$ cat src/rtl/dmem_arbiter_pkg.sv
// Shared definitions for the DataMem arbiter: FSM state encoding, port ids
// and the wait-counter width helper.
package dmem_arbiter_pkg;

  // FSM states of the access sequencer.
  typedef enum logic [1:0] {
    ST_IDLE   = 2'd0,
    ST_ACCESS = 2'd1,
    ST_DONE   = 2'd2
  } state_t;

  // Requester ids; also used as bit positions in the grant vector.
  localparam logic P0 = 1'b0;
  localparam logic P1 = 1'b1;

  // Counter width large enough to hold the larger of the two wait loads.
  function automatic int cnt_width(input int rd_wait, input int wr_wait);
    int max_wait;
    max_wait = (rd_wait > wr_wait) ? rd_wait : wr_wait;
    return $clog2(max_wait) + 1;
  endfunction

endpackage

$ cat src/rtl/dmem_arbiter_if.sv
// Requester-side bus of the DataMem arbiter: two identical request/ack
// ports (p0 = CPU load/store unit, p1 = loader/debug master).
//  pX_req   requester -> arbiter  request, held high until pX_ack
//  pX_we    requester -> arbiter  1 = write, 0 = read
//  pX_addr  requester -> arbiter  byte address
//  pX_wdata requester -> arbiter  write data
//  pX_ack   arbiter -> requester  one-cycle completion pulse
//  pX_rdata arbiter -> requester  read data, valid with ack, held until next read
interface dmem_arbiter_if #(
  parameter int ADDR_W = 32,
  parameter int DATA_W = 32
);
  logic              p0_req;
  logic              p0_we;
  logic [ADDR_W-1:0] p0_addr;
  logic [DATA_W-1:0] p0_wdata;
  logic              p0_ack;
  logic [DATA_W-1:0] p0_rdata;

  logic              p1_req;
  logic              p1_we;
  logic [ADDR_W-1:0] p1_addr;
  logic [DATA_W-1:0] p1_wdata;
  logic              p1_ack;
  logic [DATA_W-1:0] p1_rdata;

  modport master (
    output p0_req, p0_we, p0_addr, p0_wdata,
    input  p0_ack, p0_rdata,
    output p1_req, p1_we, p1_addr, p1_wdata,
    input  p1_ack, p1_rdata
  );

  modport slave (
    input  p0_req, p0_we, p0_addr, p0_wdata,
    output p0_ack, p0_rdata,
    input  p1_req, p1_we, p1_addr, p1_wdata,
    output p1_ack, p1_rdata
  );
endinterface

$ cat src/rtl/dmem_arbiter_rr_arb2.sv
// Two-input round-robin grant, purely combinational.
//  req  in  2  request vector, bit index = port id
//  last in  1  port granted most recently
//  gnt  out 2  one-hot grant (all zero when nobody requests)
module dmem_arbiter_rr_arb2
  import dmem_arbiter_pkg::*;
(
  input  logic [1:0] req,
  input  logic       last,
  output logic [1:0] gnt
);

  // A lone requester always wins; on a tie the port that was not last wins.
  always_comb begin
    gnt = 2'b00;
    case (req)
      2'b01:   gnt = 2'b01;
      2'b10:   gnt = 2'b10;
      2'b11: begin
        if (last == P1) begin
          gnt = 2'b01;
        end else begin
          gnt = 2'b10;
        end
      end
      default: gnt = 2'b00;
    endcase
  end

endmodule

$ cat src/rtl/dmem_arbiter.sv
// Two-port arbiter/sequencer in front of a single-ported DataMem
// (asynchronous read, negedge write). One access at a time, round-robin
// between the ports; address/control are held for a fixed wait count, then
// the granted port receives a one-cycle ack (plus read data on reads).
//  clk      in   1       rising-edge clock
//  rst      in   1       asynchronous reset, active high
//  bus      slave        requester ports p0/p1
//  mem_addr out  ADDR_W  DataMem address (retains last value)
//  mem_rd   out  1       DataMem read strobe
//  mem_wr   out  1       DataMem write strobe
//  mem_din  out  DATA_W  DataMem write data (retains last value)
//  mem_dout in   DATA_W  DataMem read data
//  busy     out  1       high while an access is in progress
module dmem_arbiter
  import dmem_arbiter_pkg::*;
#(
  parameter int ADDR_W  = 32,
  parameter int DATA_W  = 32,
  parameter int RD_WAIT = 2,
  parameter int WR_WAIT = 1
) (
  input  logic              clk,
  input  logic              rst,
  dmem_arbiter_if.slave     bus,
  output logic [ADDR_W-1:0] mem_addr,
  output logic              mem_rd,
  output logic              mem_wr,
  output logic [DATA_W-1:0] mem_din,
  input  logic [DATA_W-1:0] mem_dout,
  output logic              busy
);

  localparam int CNT_W = cnt_width(RD_WAIT, WR_WAIT);
  // Counter loads WAIT-1 so the strobe is high for exactly WAIT cycles.
  localparam logic [CNT_W-1:0] RD_LOAD = CNT_W'(RD_WAIT - 1);
  localparam logic [CNT_W-1:0] WR_LOAD = CNT_W'(WR_WAIT - 1);

  state_t            state_r;
  logic [CNT_W-1:0]  cnt_r;
  logic              sel_r;
  logic              we_r;
  logic              last_r;
  logic [ADDR_W-1:0] mem_addr_r;
  logic              mem_rd_r;
  logic              mem_wr_r;
  logic [DATA_W-1:0] mem_din_r;
  logic              p0_ack_r;
  logic              p1_ack_r;
  logic [DATA_W-1:0] p0_rdata_r;
  logic [DATA_W-1:0] p1_rdata_r;
  logic              busy_r;

  logic [1:0]        gnt_s;
  logic              sel_s;
  logic              req_we_s;
  logic [ADDR_W-1:0] req_addr_s;
  logic [DATA_W-1:0] req_wdata_s;

  dmem_arbiter_rr_arb2 u_rr (
    .req  ({bus.p1_req, bus.p0_req}),
    .last (last_r),
    .gnt  (gnt_s)
  );

  // Route the granted port's request fields toward the latch registers.
  always_comb begin
    sel_s       = P0;
    req_we_s    = bus.p0_we;
    req_addr_s  = bus.p0_addr;
    req_wdata_s = bus.p0_wdata;
    if (gnt_s[P1]) begin
      sel_s       = P1;
      req_we_s    = bus.p1_we;
      req_addr_s  = bus.p1_addr;
      req_wdata_s = bus.p1_wdata;
    end else begin
      sel_s       = P0;
      req_we_s    = bus.p0_we;
      req_addr_s  = bus.p0_addr;
      req_wdata_s = bus.p0_wdata;
    end
  end

  // Access sequencer: grant, hold strobes for the wait count, ack, recover.
  always_ff @(posedge clk or posedge rst) begin
    if (rst) begin
      state_r    <= ST_IDLE;
      cnt_r      <= '0;
      sel_r      <= P0;
      we_r       <= 1'b0;
      last_r     <= P1;
      mem_addr_r <= '0;
      mem_rd_r   <= 1'b0;
      mem_wr_r   <= 1'b0;
      mem_din_r  <= '0;
      p0_ack_r   <= 1'b0;
      p1_ack_r   <= 1'b0;
      p0_rdata_r <= '0;
      p1_rdata_r <= '0;
      busy_r     <= 1'b0;
    end else begin
      case (state_r)
        ST_IDLE: begin
          if (gnt_s != 2'b00) begin
            sel_r      <= sel_s;
            we_r       <= req_we_s;
            last_r     <= sel_s;
            mem_addr_r <= req_addr_s;
            mem_din_r  <= req_wdata_s;
            mem_rd_r   <= ~req_we_s;
            mem_wr_r   <= req_we_s;
            cnt_r      <= req_we_s ? WR_LOAD : RD_LOAD;
            busy_r     <= 1'b1;
            state_r    <= ST_ACCESS;
          end else begin
            state_r    <= ST_IDLE;
          end
        end
        ST_ACCESS: begin
          if (cnt_r != '0) begin
            cnt_r <= cnt_r - CNT_W'(1);
          end else begin
            mem_rd_r <= 1'b0;
            mem_wr_r <= 1'b0;
            // Read data is sampled while mem_rd is still asserted.
            if (!we_r) begin
              if (sel_r == P1) begin
                p1_rdata_r <= mem_dout;
              end else begin
                p0_rdata_r <= mem_dout;
              end
            end
            if (sel_r == P1) begin
              p1_ack_r <= 1'b1;
            end else begin
              p0_ack_r <= 1'b1;
            end
            state_r <= ST_DONE;
          end
        end
        ST_DONE: begin
          // One dead cycle lets the requester drop req before re-arbitration.
          p0_ack_r <= 1'b0;
          p1_ack_r <= 1'b0;
          busy_r   <= 1'b0;
          state_r  <= ST_IDLE;
        end
        default: begin
          mem_rd_r <= 1'b0;
          mem_wr_r <= 1'b0;
          p0_ack_r <= 1'b0;
          p1_ack_r <= 1'b0;
          busy_r   <= 1'b0;
          state_r  <= ST_IDLE;
        end
      endcase
    end
  end

  assign mem_addr     = mem_addr_r;
  assign mem_rd       = mem_rd_r;
  assign mem_wr       = mem_wr_r;
  assign mem_din      = mem_din_r;
  assign busy         = busy_r;
  assign bus.p0_ack   = p0_ack_r;
  assign bus.p1_ack   = p1_ack_r;
  assign bus.p0_rdata = p0_rdata_r;
  assign bus.p1_rdata = p1_rdata_r;

endmodule
$ cat src/flat_wrapper.sv
// flat-port wrapper written by rule: the top's interface ports become plain ports
module dmem_arbiter_flat import dmem_arbiter_pkg::*;
#(
  parameter int ADDR_W  = 32,
  parameter int DATA_W  = 32,
  parameter int RD_WAIT = 2,
  parameter int WR_WAIT = 1
)
  (clk, rst, mem_addr, mem_rd, mem_wr, mem_din, mem_dout, busy, bus_p0_req, bus_p0_we, bus_p0_addr, bus_p0_wdata, bus_p0_ack, bus_p0_rdata, bus_p1_req, bus_p1_we, bus_p1_addr, bus_p1_wdata, bus_p1_ack, bus_p1_rdata);
  dmem_arbiter_if #(.ADDR_W(ADDR_W), .DATA_W(DATA_W)) bus_i ();
  input  logic clk;
  input  logic rst;
  output logic [ADDR_W-1:0] mem_addr;
  output logic mem_rd;
  output logic mem_wr;
  output logic [DATA_W-1:0] mem_din;
  input  logic [DATA_W-1:0] mem_dout;
  output logic busy;
  input wire logic [$bits(bus_i.p0_req)-1:0] bus_p0_req;
  input wire logic [$bits(bus_i.p0_we)-1:0] bus_p0_we;
  input wire logic [$bits(bus_i.p0_addr)-1:0] bus_p0_addr;
  input wire logic [$bits(bus_i.p0_wdata)-1:0] bus_p0_wdata;
  output wire logic [$bits(bus_i.p0_ack)-1:0] bus_p0_ack;
  output wire logic [$bits(bus_i.p0_rdata)-1:0] bus_p0_rdata;
  input wire logic [$bits(bus_i.p1_req)-1:0] bus_p1_req;
  input wire logic [$bits(bus_i.p1_we)-1:0] bus_p1_we;
  input wire logic [$bits(bus_i.p1_addr)-1:0] bus_p1_addr;
  input wire logic [$bits(bus_i.p1_wdata)-1:0] bus_p1_wdata;
  output wire logic [$bits(bus_i.p1_ack)-1:0] bus_p1_ack;
  output wire logic [$bits(bus_i.p1_rdata)-1:0] bus_p1_rdata;
  assign bus_i.p0_req = bus_p0_req;
  assign bus_i.p0_we = bus_p0_we;
  assign bus_i.p0_addr = bus_p0_addr;
  assign bus_i.p0_wdata = bus_p0_wdata;
  assign bus_p0_ack = bus_i.p0_ack;
  assign bus_p0_rdata = bus_i.p0_rdata;
  assign bus_i.p1_req = bus_p1_req;
  assign bus_i.p1_we = bus_p1_we;
  assign bus_i.p1_addr = bus_p1_addr;
  assign bus_i.p1_wdata = bus_p1_wdata;
  assign bus_p1_ack = bus_i.p1_ack;
  assign bus_p1_rdata = bus_i.p1_rdata;
  dmem_arbiter #(.ADDR_W(ADDR_W), .DATA_W(DATA_W), .RD_WAIT(RD_WAIT), .WR_WAIT(WR_WAIT)) u_core (.clk(clk), .rst(rst), .bus(bus_i), .mem_addr(mem_addr), .mem_rd(mem_rd), .mem_wr(mem_wr), .mem_din(mem_din), .mem_dout(mem_dout), .busy(busy));
endmodule
$ cat config.mk
export PLATFORM = sky130hd
export DESIGN_NAME = dmem_arbiter_flat
export DESIGN_NICKNAME = d
export VERILOG_FILES = /design/src/rtl/dmem_arbiter_pkg.sv /design/src/rtl/dmem_arbiter_if.sv /design/src/rtl/dmem_arbiter_rr_arb2.sv /design/src/rtl/dmem_arbiter.sv /design/src/flat_wrapper.sv
export SDC_FILE = /design/constraint.sdc
export NUM_CORES = 1
export LEC_CHECK = 0
export CAP_MARGIN = 20
export CORE_MARGIN = 5
export CORE_UTILIZATION = 39
export CTS_CLUSTER_DIAMETER = 50
export DETAILED_ROUTE_END_ITERATION = 10
export DONT_BUFFER_PORTS = 1
export GPL_TIMING_DRIVEN = 1
export PLACE_DENSITY_LB_ADDON = 0.1
export SETUP_SLACK_MARGIN = 0.02
export SLEW_MARGIN = 20
export SYNTH_ARGS = -nofsm -noshare
export SYNTH_HDL_FRONTEND = slang
export SYNTH_SLANG_ARGS = --single-unit
export TNS_END_PERCENT = 30
$ cat constraint.sdc
create_clock -name clk -period 4.3 [get_ports clk]
set_input_delay 0.645 -clock clk [delete_from_list [all_inputs] [get_ports clk]]
set_output_delay 0.645 -clock clk [all_outputs]
set_load 0.05 [all_outputs]
==> run summary, run 1 <==
## Outcome
* result of the run: finished clean

## STA
* worst relative slew slack: 0.2922
* top achievable clock speed: 426.3 MHz
* Setup-failing EPs final: 0
* actual transition at the worst max-transition pin: 1.062 ns
* RSZ-0062 raised after global routing: no
* Final Max Tran Viols: 0
* clock tree skew after final layout: 0.01092 ns
* final hold violations: 0
* post-route setup slack: 1.954 ns
* Min Clock Period, post-route: 2.346 ns
* setup tns final: 0 ns
* post-route clock period utilization: 0.5455

## Clocking
* clock transition at the registers of the reported paths: 0.06 ns
* maximum root-to-sink buffer count: 2
* post-cts sizing count: 0
* post-CTS setup repair buffer count: 0
* CTS tree: done
* # hold bufs at CTS: 0
* clk_lat worst skew: 0.41 ns
* Clk Tree Root Cell: sky130_fd_sc_hd__clkbuf_16
* TritonCTS buffer count: 17
* CTS H-tree lvls: 4
* clk sinks: 140

## GRT
* largest net degree at the start of global routing: 123
* GRT overflow: 0
* initial antenna violation count: 0
* via count of the first global-routing pass: 3694
* first-pass GRT wire length: 21.27 mm
* GRT Overall Usage: 0.1557

## Yosys
* Synth Area in Adders: 0.002118
* syn nets: 630
* proportion of synthesized chip area in sequential cells: 0.5933
* Synth warnings: 0
* post-synthesis xor/xnor area fraction: 0
* Synth Area in Compound Gates: 0.06863
* number of flip-flops and latches in the synthesized netlist: 140
* dominant combinational cell family by area after synthesis: multiplexers
* library cells used by synthesis: 30
* cell count after synthesis: 463
* post-synthesis share of cell area spent on and, or, nand and nor gates: 0.05677
* average footprint of a synthesized cell: 12.76 sq um
* synthesized area: 5907 sq um
* share of synthesized area spent on multiplexers: 0.2495

## Detailed routing
* vias after detailed routing: 3409
* number of design rule violations left after detail routing: 0
* number of DRC markers after the initial detailed-route iteration: 96
* detailed-route wire length: 13.89 mm
* via-per-instance ratio: 5.165
* antenna-violating nets left: 0
* first drt pass iteration count: 4
* post-detailed-route wirelength per cell: 21.05 um

## Worst setup path
* element type at the critical path end: flop
* Worst setup SP type: flop
* data required time of the critical path: 4.59 ns
* Worst R2R Start: u_core.cnt_r[0]$_DFFE_PP0P_
* crit-path max FO: 32
* data arrival time at the worst-slack endpoint: 2.63 ns
* Critical Path Source: u_core.cnt_r[0]$_DFFE_PP0P_
* classification of the worst setup path: flop to flop

## Final layout
* post-route design area: 6688 sq um
* Nets: 626
* antenna cells: 0
* relative area change from synthesis to final layout: 13.22%
* share of layout cells above drive strength 1: 0.2267

## Floorplanning
* # IOs: 299
* number of core rows: 45
* vertical die dimension: 133.1 um
* starting density of the core: 0.3929
* Die Outline Area: 17710 sq um
* core outline area: 15030 sq um
* die width: 133.1 um

## Min path
* HP Class: input pin to asynchronous set/reset pin

## Placement
* setup slack at placement: 1.821 ns
* Final HPWL DP: 10.14 mm
* placed standard-cell area: 6095 sq um
* routability congestion estimate from global placement: 0.7498
* I/O Buffers: 0

## Job
* Max-Cap Viols: 0

-- final cells by class --
class,count,area (sq um)
multi-input cells,290,2257
clock buffers,19,452.9
well taps,188,235.2
flip-flops and latches,140,3505
fillers,1382,8346
clock inverters,13,140.1
inverters,5,22.52
repair buffers,5,75.07
-- state kept, by name, indices dropped and copies added, names as in the netlist --
name and cells:
u_core.we_r 1, u_core.bus.p0_rdata 32, u_core.sel_r 1, u_core.state_r 2, u_core.busy 1, u_core.last_r 1, u_core.bus.p1_rdata 32, u_core.bus.p0_ack 1
u_core.mem_din 32, u_core.mem_wr 1, u_core.mem_rd 1, u_core.bus.p1_ack 1, u_core.mem_addr 32, u_core.cnt_r 2
-- worst max-delay path, stage by stage, from the launching register on --
cell	delay (ns)
sky130_fd_sc_hd__dfrtp_1	0.39
sky130_fd_sc_hd__inv_1	0.06
sky130_fd_sc_hd__ha_1	0.22
sky130_fd_sc_hd__nand3b_1	0.18
sky130_fd_sc_hd__or3_2	0.91
sky130_fd_sc_hd__mux2_4	0.46
-- logic make-up after synthesis --
family / count (synthesis)
adders and majority gates: 1
AOI/OAI and AO/OA: 78
muxes: 128
and+or+nand+nor: 83
buffers and inverters: 33
DFF: 140
-- final timing paths --
kind                                                       to  slack [ns]  cells after the start
setup / recovery           u_core.bus.p1_rdata[1]$_DFFE_PP0P_        1.95                      5
hold reg to reg                   u_core.cnt_r[0]$_DFFE_PP0P_        0.50                      1
setup reg to reg           u_core.bus.p1_rdata[1]$_DFFE_PP0P_        1.95                      5
min in group clk                    u_core.last_r$_DFFE_PP1P_        0.30                      1
max in group asynchronous      u_core.mem_din[26]$_DFFE_PP0P_        3.18                      2
hold / removal                u_core.mem_addr[11]$_DFFE_PP0P_        0.12                      1
-- layer usage --
layer | wire length [um] | global-route usage | up-vias
met4 | 330 | 0.07217 | 0
met3 | 1555 | 0.07985 | 20
met1 | 5321 | 0.1763 | 1608
met2 | 6683 | 0.2446 | 181
li1 | - | - | 1600
met5 | 0 | 0 | -
-- cell usage in the layout, fill, tap and decap left out, types with 2 or more instances in the layout --
master	netlist	routed
sky130_fd_sc_hd__a21oi_1	2	2
sky130_fd_sc_hd__a31oi_1	3	3
sky130_fd_sc_hd__buf_12	0	3
sky130_fd_sc_hd__buf_4	4	2
sky130_fd_sc_hd__bufinv_16	0	2
sky130_fd_sc_hd__clkbuf_16	0	17
sky130_fd_sc_hd__clkbuf_8	0	2
sky130_fd_sc_hd__clkinv_2	0	3
sky130_fd_sc_hd__clkinv_4	0	2
sky130_fd_sc_hd__clkinvlp_4	0	5
sky130_fd_sc_hd__dfrtp_1	139	139
sky130_fd_sc_hd__inv_1	5	4
sky130_fd_sc_hd__inv_6	0	2
sky130_fd_sc_hd__mux2_1	2	2
sky130_fd_sc_hd__mux2_2	32	32
sky130_fd_sc_hd__mux2_4	30	30
sky130_fd_sc_hd__mux2i_1	64	64
sky130_fd_sc_hd__nand2_1	68	68
sky130_fd_sc_hd__nand3_1	2	2
sky130_fd_sc_hd__nor2_1	7	7
sky130_fd_sc_hd__o21ai_0	67	67
sky130_fd_sc_hd__o22ai_1	2	2
-- synthesized netlist by cell type --
library cell                 n  area (sq um)
sky130_fd_sc_hd__inv_1       5         18.77
sky130_fd_sc_hd__ha_1        1         12.51
sky130_fd_sc_hd__nor3_1      1         5.000
sky130_fd_sc_hd__mux2i_1    64         640.6
sky130_fd_sc_hd__buf_6       3         33.78
sky130_fd_sc_hd__nor3_2      1         10.01
sky130_fd_sc_hd__o21ai_0    67         335.3
sky130_fd_sc_hd__mux2_4     30         450.4
sky130_fd_sc_hd__mux2_2     32         360.4
sky130_fd_sc_hd__mux2_1      2         22.52
sky130_fd_sc_hd__nand2b_1    1         6.260
sky130_fd_sc_hd__nand3b_1    1         7.510
sky130_fd_sc_hd__o21a_1      1         7.510
sky130_fd_sc_hd__a31oi_1     3         18.77
sky130_fd_sc_hd__or3_1       1         6.260
sky130_fd_sc_hd__o21ai_1     1         5.000
sky130_fd_sc_hd__nor2_1      7         26.28
sky130_fd_sc_hd__buf_2      11         55.05
sky130_fd_sc_hd__or3b_2      1         8.760
sky130_fd_sc_hd__nand2_1    68         255.2
sky130_fd_sc_hd__dfrtp_1   139          3478
sky130_fd_sc_hd__a21oi_1     2         10.01
sky130_fd_sc_hd__clkbuf_1    8         30.03
sky130_fd_sc_hd__a21boi_1    1         7.510
sky130_fd_sc_hd__buf_4       4         30.03
sky130_fd_sc_hd__buf_1       2         7.510
sky130_fd_sc_hd__dfstp_2     1         26.28
sky130_fd_sc_hd__nand3_1     2         10.01
sky130_fd_sc_hd__o22ai_1     2         12.51
sky130_fd_sc_hd__a31o_2      1         8.760
-- metrics by stage --
stage / hold WS (ns) / util / instances
finish: 0.1195 / 0.4449 / 660
global route: 0.1343 / 0.4449 / 660
CTS: 0.1135 / 0.4449 / 660
detailed placement: 0.5002 / 0.4054 / 628
global placement: 0.4795 / 0.4054 / 628
floorplan: 0.4592 / - / 463
Power of run 1 is not shown: default switching activity piles up to over one toggle a cycle in this logic, so the estimate is an artifact.
==> run 2, diff against run 1 <==
==> constraint.sdc (replaced) <==
create_clock -name clk -period 1.95 [get_ports clk]
set_input_delay 0.2925 -clock clk [delete_from_list [all_inputs] [get_ports clk]]
set_output_delay 0.2925 -clock clk [all_outputs]
set_load 0.05 [all_outputs]
==> run 2 against run 1 <==
Net effect:
- first-iteration DRC count shrank 3.1%
- fmax rose by 29%
- die area is the same
- wire length is 0.89% lower
- global-route usage barely moved
- utilization up 0.76 points
- setup slack lost 1.8 ns
- clock skew is 0.0023 ns lower
- hold slack lost 0.089 ns
- via count grew 0.65%
- cell count up 1.5%
==> run summary, run 2 (synthesis results as in run 1) <==
## Floorplanning
* core outline area: 15030 sq um
* # IOs: 299
* starting density of the core: 0.3929
* vertical die dimension: 133.1 um
* die width: 133.1 um
* number of core rows: 45
* Die Outline Area: 17710 sq um

## STA
* actual transition at the worst max-transition pin: 0.5927 ns
* top achievable clock speed: 550.1 MHz
* final hold violations: 0
* post-route clock period utilization: 0.9322
* clock tree skew after final layout: 0.008574 ns
* Final Max Tran Viols: 0
* Min Clock Period, post-route: 1.818 ns
* setup tns final: 0 ns
* post-route setup slack: 0.1322 ns
* worst relative slew slack: 0.6049
* Setup-failing EPs final: 0
* RSZ-0062 raised after global routing: no

## Worst setup path
* data required time of the critical path: 2.24 ns
* Top delay family on crit path: simple AND/OR/NAND/NOR gates
* Largest stage delay, worst path: 0.45 ns
* data arrival time at the worst-slack endpoint: 2.11 ns
* standard cell with the maximum stage delay on the critical path: sky130_fd_sc_hd__or3_2
* number of buffers and inverters on the critical path: 2
* element type at the critical path end: flop
* classification of the worst setup path: flop to flop
* crit-path max FO: 32
* cells along the critical path: inv_1 -> ha_1 -> nand3b_1 -> or3_2 -> buf_12 -> mux2_4
* Worst setup SP type: flop

## Placement
* routability congestion estimate from global placement: 0.7294
* Final HPWL DP: 10.31 mm
* placed standard-cell area: 6177 sq um
* I/O Buffers: 0
* setup slack at placement: 0.1404 ns

## Clocking
* Clk Tree Root Cell: sky130_fd_sc_hd__clkbuf_16
* post-cts sizing count: 0
* clock transition at the registers of the reported paths: 0.06 ns
* maximum root-to-sink buffer count: 2
* TritonCTS buffer count: 17
* CTS H-tree lvls: 4
* CTS tree: done
* clk_lat worst skew: 0.41 ns
* clk sinks: 140

## GRT
* first-pass GRT wire length: 21.39 mm
* via count of the first global-routing pass: 3724
* GRT overflow: 0
* initial antenna violation count: 0
* GRT Overall Usage: 0.1561
* largest net degree at the start of global routing: 100

## Min path
* HP Class: input pin to flop

## Final layout
* commonest cells after routing, fill and taps aside: sky130_fd_sc_hd__dfrtp_1 (139), sky130_fd_sc_hd__nand2_1 (68), sky130_fd_sc_hd__o21ai_0 (67)
* antenna cells: 0
* fill count: 1406
* most common library cell in the layout ignoring fill and taps: sky130_fd_sc_hd__dfrtp_1
* Nets: 636
* relative area change from synthesis to final layout: 15.15%
* post-route design area: 6802 sq um
* final standard cell utilization of the core: 0.4524
* share of layout cells above drive strength 1: 0.2324

## Detailed routing
* via-per-instance ratio: 5.121
* number of design rule violations left after detail routing: 0
* detailed-route wire length: 13.77 mm
* first drt pass iteration count: 4
* number of DRC markers after the initial detailed-route iteration: 93
* post-detailed-route wirelength per cell: 20.55 um
* vias after detailed routing: 3431
* antenna-violating nets left: 0

## Outcome
* result of the run: finished clean

## Job
* Max-Cap Viols: 0

## run 2: cell types whose count changed in the layout (fill, tap and decap cells not counted)
| cell | before | now |
|---|---|---|
| sky130_fd_sc_hd__buf_12 | 3 | 6 |
| sky130_fd_sc_hd__dlygate4sd3_1 | 0 | 4 |
| sky130_fd_sc_hd__clkinv_4 | 2 | 3 |
| sky130_fd_sc_hd__buf_4 | 2 | 5 |
| sky130_fd_sc_hd__clkinvlp_4 | 5 | 4 |
| sky130_fd_sc_hd__clkbuf_1 | 0 | 1 |
| sky130_fd_sc_hd__clkbuf_8 | 2 | 1 |
## run 2: timing repair
| item | 4_1_cts | 5_1_grt |
|---|---|---|
| buffers inserted | 0 | 0 |
| hold endpoints to repair | 142 | 0 |
| hold buffers | 4 | 0 |
## run 2: final timing paths
path,start,slack (ns),depth (start not counted),endpoint
hold reg to reg,u_core.cnt_r[0]$_DFFE_PP0P_,0.49,1,u_core.cnt_r[0]$_DFFE_PP0P_
max in group asynchronous,rst,0.96,3,u_core.mem_addr[20]$_DFFE_PP0P_
min in group asynchronous,rst,0.54,3,u_core.bus.p1_rdata[22]$_DFFE_PP0P_
setup / recovery,u_core.cnt_r[0]$_DFFE_PP0P_,0.13,6,u_core.bus.p1_rdata[13]$_DFFE_PP0P_
hold / removal,mem_dout[0],0.03,1,u_core.bus.p1_rdata[0]$_DFFE_PP0P_
setup reg to reg,u_core.cnt_r[0]$_DFFE_PP0P_,0.13,6,u_core.bus.p1_rdata[13]$_DFFE_PP0P_
## run 2: area by class of cell
class                   count  area, sq um  share of cell area
well taps                 188        235.2             0.03458
multi-input cells         290         2257              0.3319
repair buffers             15        197.7             0.02907
clock inverters            13        141.4             0.02079
flip-flops and latches    140         3505              0.5153
inverters                   5        22.52            0.003311
clock buffers              19        442.9             0.06512
## run 2: routing by layer
| metal | part of all wire | track usage | vias to the layer above |
|---|---|---|---|
| li1 | - | - | 1622 |
| met1 | 0.38 | 0.1777 | 1616 |
| met2 | 0.49 | 0.2494 | 178 |
| met3 | 0.12 | 0.08251 | 15 |
| met4 | 0.016 | 0.05831 | 0 |
| met5 | 0 | 0 | - |
## run 2: through the flow
stage          instances  hold WS, ns
3_3_place_gp         634       0.3572
5_1_grt              670     0.003536
2_1_floorplan        463       0.3625
6_report             670      0.03036
3_5_place_dp         634       0.3691
4_1_cts              670     0.007730
Power of run 2 is left out for the same reason.
==> run 3, diff against run 2 <==
==> constraint.sdc (replaced) <==
create_clock -name clk -period 1.8 [get_ports clk]
set_input_delay 0.09 -clock clk [delete_from_list [all_inputs] [get_ports clk]]
set_output_delay 0.09 -clock clk [all_outputs]
set_load 0.05 [all_outputs]
==> run 3 against run 2 <==
Net effect:
- the flow now stops in clock tree synthesis
- area after synthesis unchanged
- synthesized cell count unchanged
==> run summary, run 3 <==
## Placement
* I/O Buffers: 0
* routability congestion estimate from global placement: 0.7470
* placed insts: 640
* placed standard-cell area: 6260 sq um
* Final HPWL DP: 10.43 mm

## Outcome
* result of the run: did not finish
* error that halted the flow: [ERROR RSZ-0060] Max buffer count reached.
* Stop stage: clock tree synthesis

## Yosys
* cell count after synthesis: 463
* commonest cells in the synthesized netlist: sky130_fd_sc_hd__dfrtp_1 (139), sky130_fd_sc_hd__nand2_1 (68), sky130_fd_sc_hd__o21ai_0 (67)
* prevailing post-synth register cell: sky130_fd_sc_hd__dfrtp_1
* average footprint of a synthesized cell: 12.76 sq um
* cell with the most instances after synthesis: sky130_fd_sc_hd__dfrtp_1
* Async SR Flop Fraction: 1.000
* area share of the largest cell type after synthesis: 0.5889
* EDFF count, synth: 0
* number of flip-flops and latches in the synthesized netlist: 140
* cell types occupying the most area after synthesis: sky130_fd_sc_hd__dfrtp_1 (59%), sky130_fd_sc_hd__mux2i_1 (11%), sky130_fd_sc_hd__mux2_4 (7.6%)
* Synth warnings: 0
* syn nets: 630
* synthesized area: 5907 sq um
* proportion of synthesized chip area in sequential cells: 0.5933
* leading area contributor after synthesis: sky130_fd_sc_hd__dfrtp_1
* library cells used by synthesis: 30

## Clocking
* # hold bufs at CTS: 135
* maximum root-to-sink buffer count: 2
* post-cts sizing count: 2
* clk sinks: 140
* TritonCTS buffer count: 17
* Clk Tree Root Cell: sky130_fd_sc_hd__clkbuf_16
* post-CTS setup repair buffer count: 0
* CTS H-tree lvls: 4

## Floorplanning
* # IOs: 299
* vertical die dimension: 133.1 um
* die width: 133.1 um
* starting density of the core: 0.3929
* number of core rows: 45

## run 3: cell counts after synthesis
No cell type changed its count.
## run 3: cell families after synthesis
| group | synth area share |
|---|---|
| buf+inv | 0.02966 |
| simple gates | 0.05677 |
| fa+ha+maj | 0.002118 |
| flops | 0.5933 |
| compound gates | 0.06863 |
| mux | 0.2495 |
## run 3: metrics by stage
stage / TNS [ns] / worst slack (ns) / utilization
2_1_floorplan: -5.321 / -0.03828 / -
3_3_place_gp: 0 / 0.04716 / 0.4164
3_5_place_dp: 0 / 0.01325 / 0.4164
==> run 4, diff against run 3 <==
--- a/config.mk
+++ b/config.mk
@@ -7,13 +7,11 @@
 export LEC_CHECK = 0
 export CAP_MARGIN = 20
 export CORE_MARGIN = 5
-export CORE_UTILIZATION = 39
-export CTS_CLUSTER_DIAMETER = 50
+export CORE_UTILIZATION = 24
 export DETAILED_ROUTE_END_ITERATION = 10
 export DONT_BUFFER_PORTS = 1
 export GPL_TIMING_DRIVEN = 1
-export PLACE_DENSITY_LB_ADDON = 0.1
-export SETUP_SLACK_MARGIN = 0.02
+export PLACE_DENSITY_LB_ADDON = 0.15
 export SLEW_MARGIN = 20
 export SYNTH_ARGS = -nofsm -noshare
 export SYNTH_HDL_FRONTEND = slang
==> run 4 against run 3 <==
Net effect:
- the flow again stops in clock tree synthesis
- synthesized cell count unchanged
- area after synthesis unchanged
==> run summary, run 4 <==
## Floorplanning
* # IOs: 299
* starting density of the core: 0.2436
* number of core rows: 57
* die width: 166.9 um
* vertical die dimension: 166.9 um

## Yosys
* leading area contributor after synthesis: sky130_fd_sc_hd__dfrtp_1
* area share of the largest cell type after synthesis: 0.5889
* Async SR Flop Fraction: 1.000
* commonest cells in the synthesized netlist: sky130_fd_sc_hd__dfrtp_1 (139), sky130_fd_sc_hd__nand2_1 (68), sky130_fd_sc_hd__o21ai_0 (67)
* cell with the most instances after synthesis: sky130_fd_sc_hd__dfrtp_1
* EDFF count, synth: 0
* average footprint of a synthesized cell: 12.76 sq um
* library cells used by synthesis: 30
* prevailing post-synth register cell: sky130_fd_sc_hd__dfrtp_1
* cell count after synthesis: 463
* proportion of synthesized chip area in sequential cells: 0.5933
* synthesized area: 5907 sq um
* cell types occupying the most area after synthesis: sky130_fd_sc_hd__dfrtp_1 (59%), sky130_fd_sc_hd__mux2i_1 (11%), sky130_fd_sc_hd__mux2_4 (7.6%)
* Synth warnings: 0
* number of flip-flops and latches in the synthesized netlist: 140
* syn nets: 630

## Clocking
* # hold bufs at CTS: 163
* post-CTS setup repair buffer count: 0
* clk sinks: 140
* post-cts sizing count: 1
* Clk Tree Root Cell: sky130_fd_sc_hd__clkbuf_16
* CTS H-tree lvls: 4
* maximum root-to-sink buffer count: 2
* TritonCTS buffer count: 17

## Outcome
* Stop stage: clock tree synthesis
* result of the run: did not finish
* error that halted the flow: [ERROR RSZ-0060] Max buffer count reached.

## Placement
* routability congestion estimate from global placement: 0.7123
* placed standard-cell area: 6407 sq um
* I/O Buffers: 0
* placed insts: 778
* Final HPWL DP: 11.58 mm

## run 4: metrics by stage
step,util,hold WS [ns],setup slack (ns)
after global placement,0.2642,0.1555,0.02127
after floorplan,-,0.1600,-0.03828
after detailed placement,0.2642,0.1642,0.001101
## run 4: cell families after synthesis
| kind of cell | synth area share |
|---|---|
| AND/OR/NAND/NOR | 0.05677 |
| adder cells (fa/ha/maj) | 0.002118 |
| AO/OA/AOI/OAI | 0.06863 |
| multiplexers | 0.2495 |
| flip-flops | 0.5933 |
| buffers and inverters | 0.02966 |
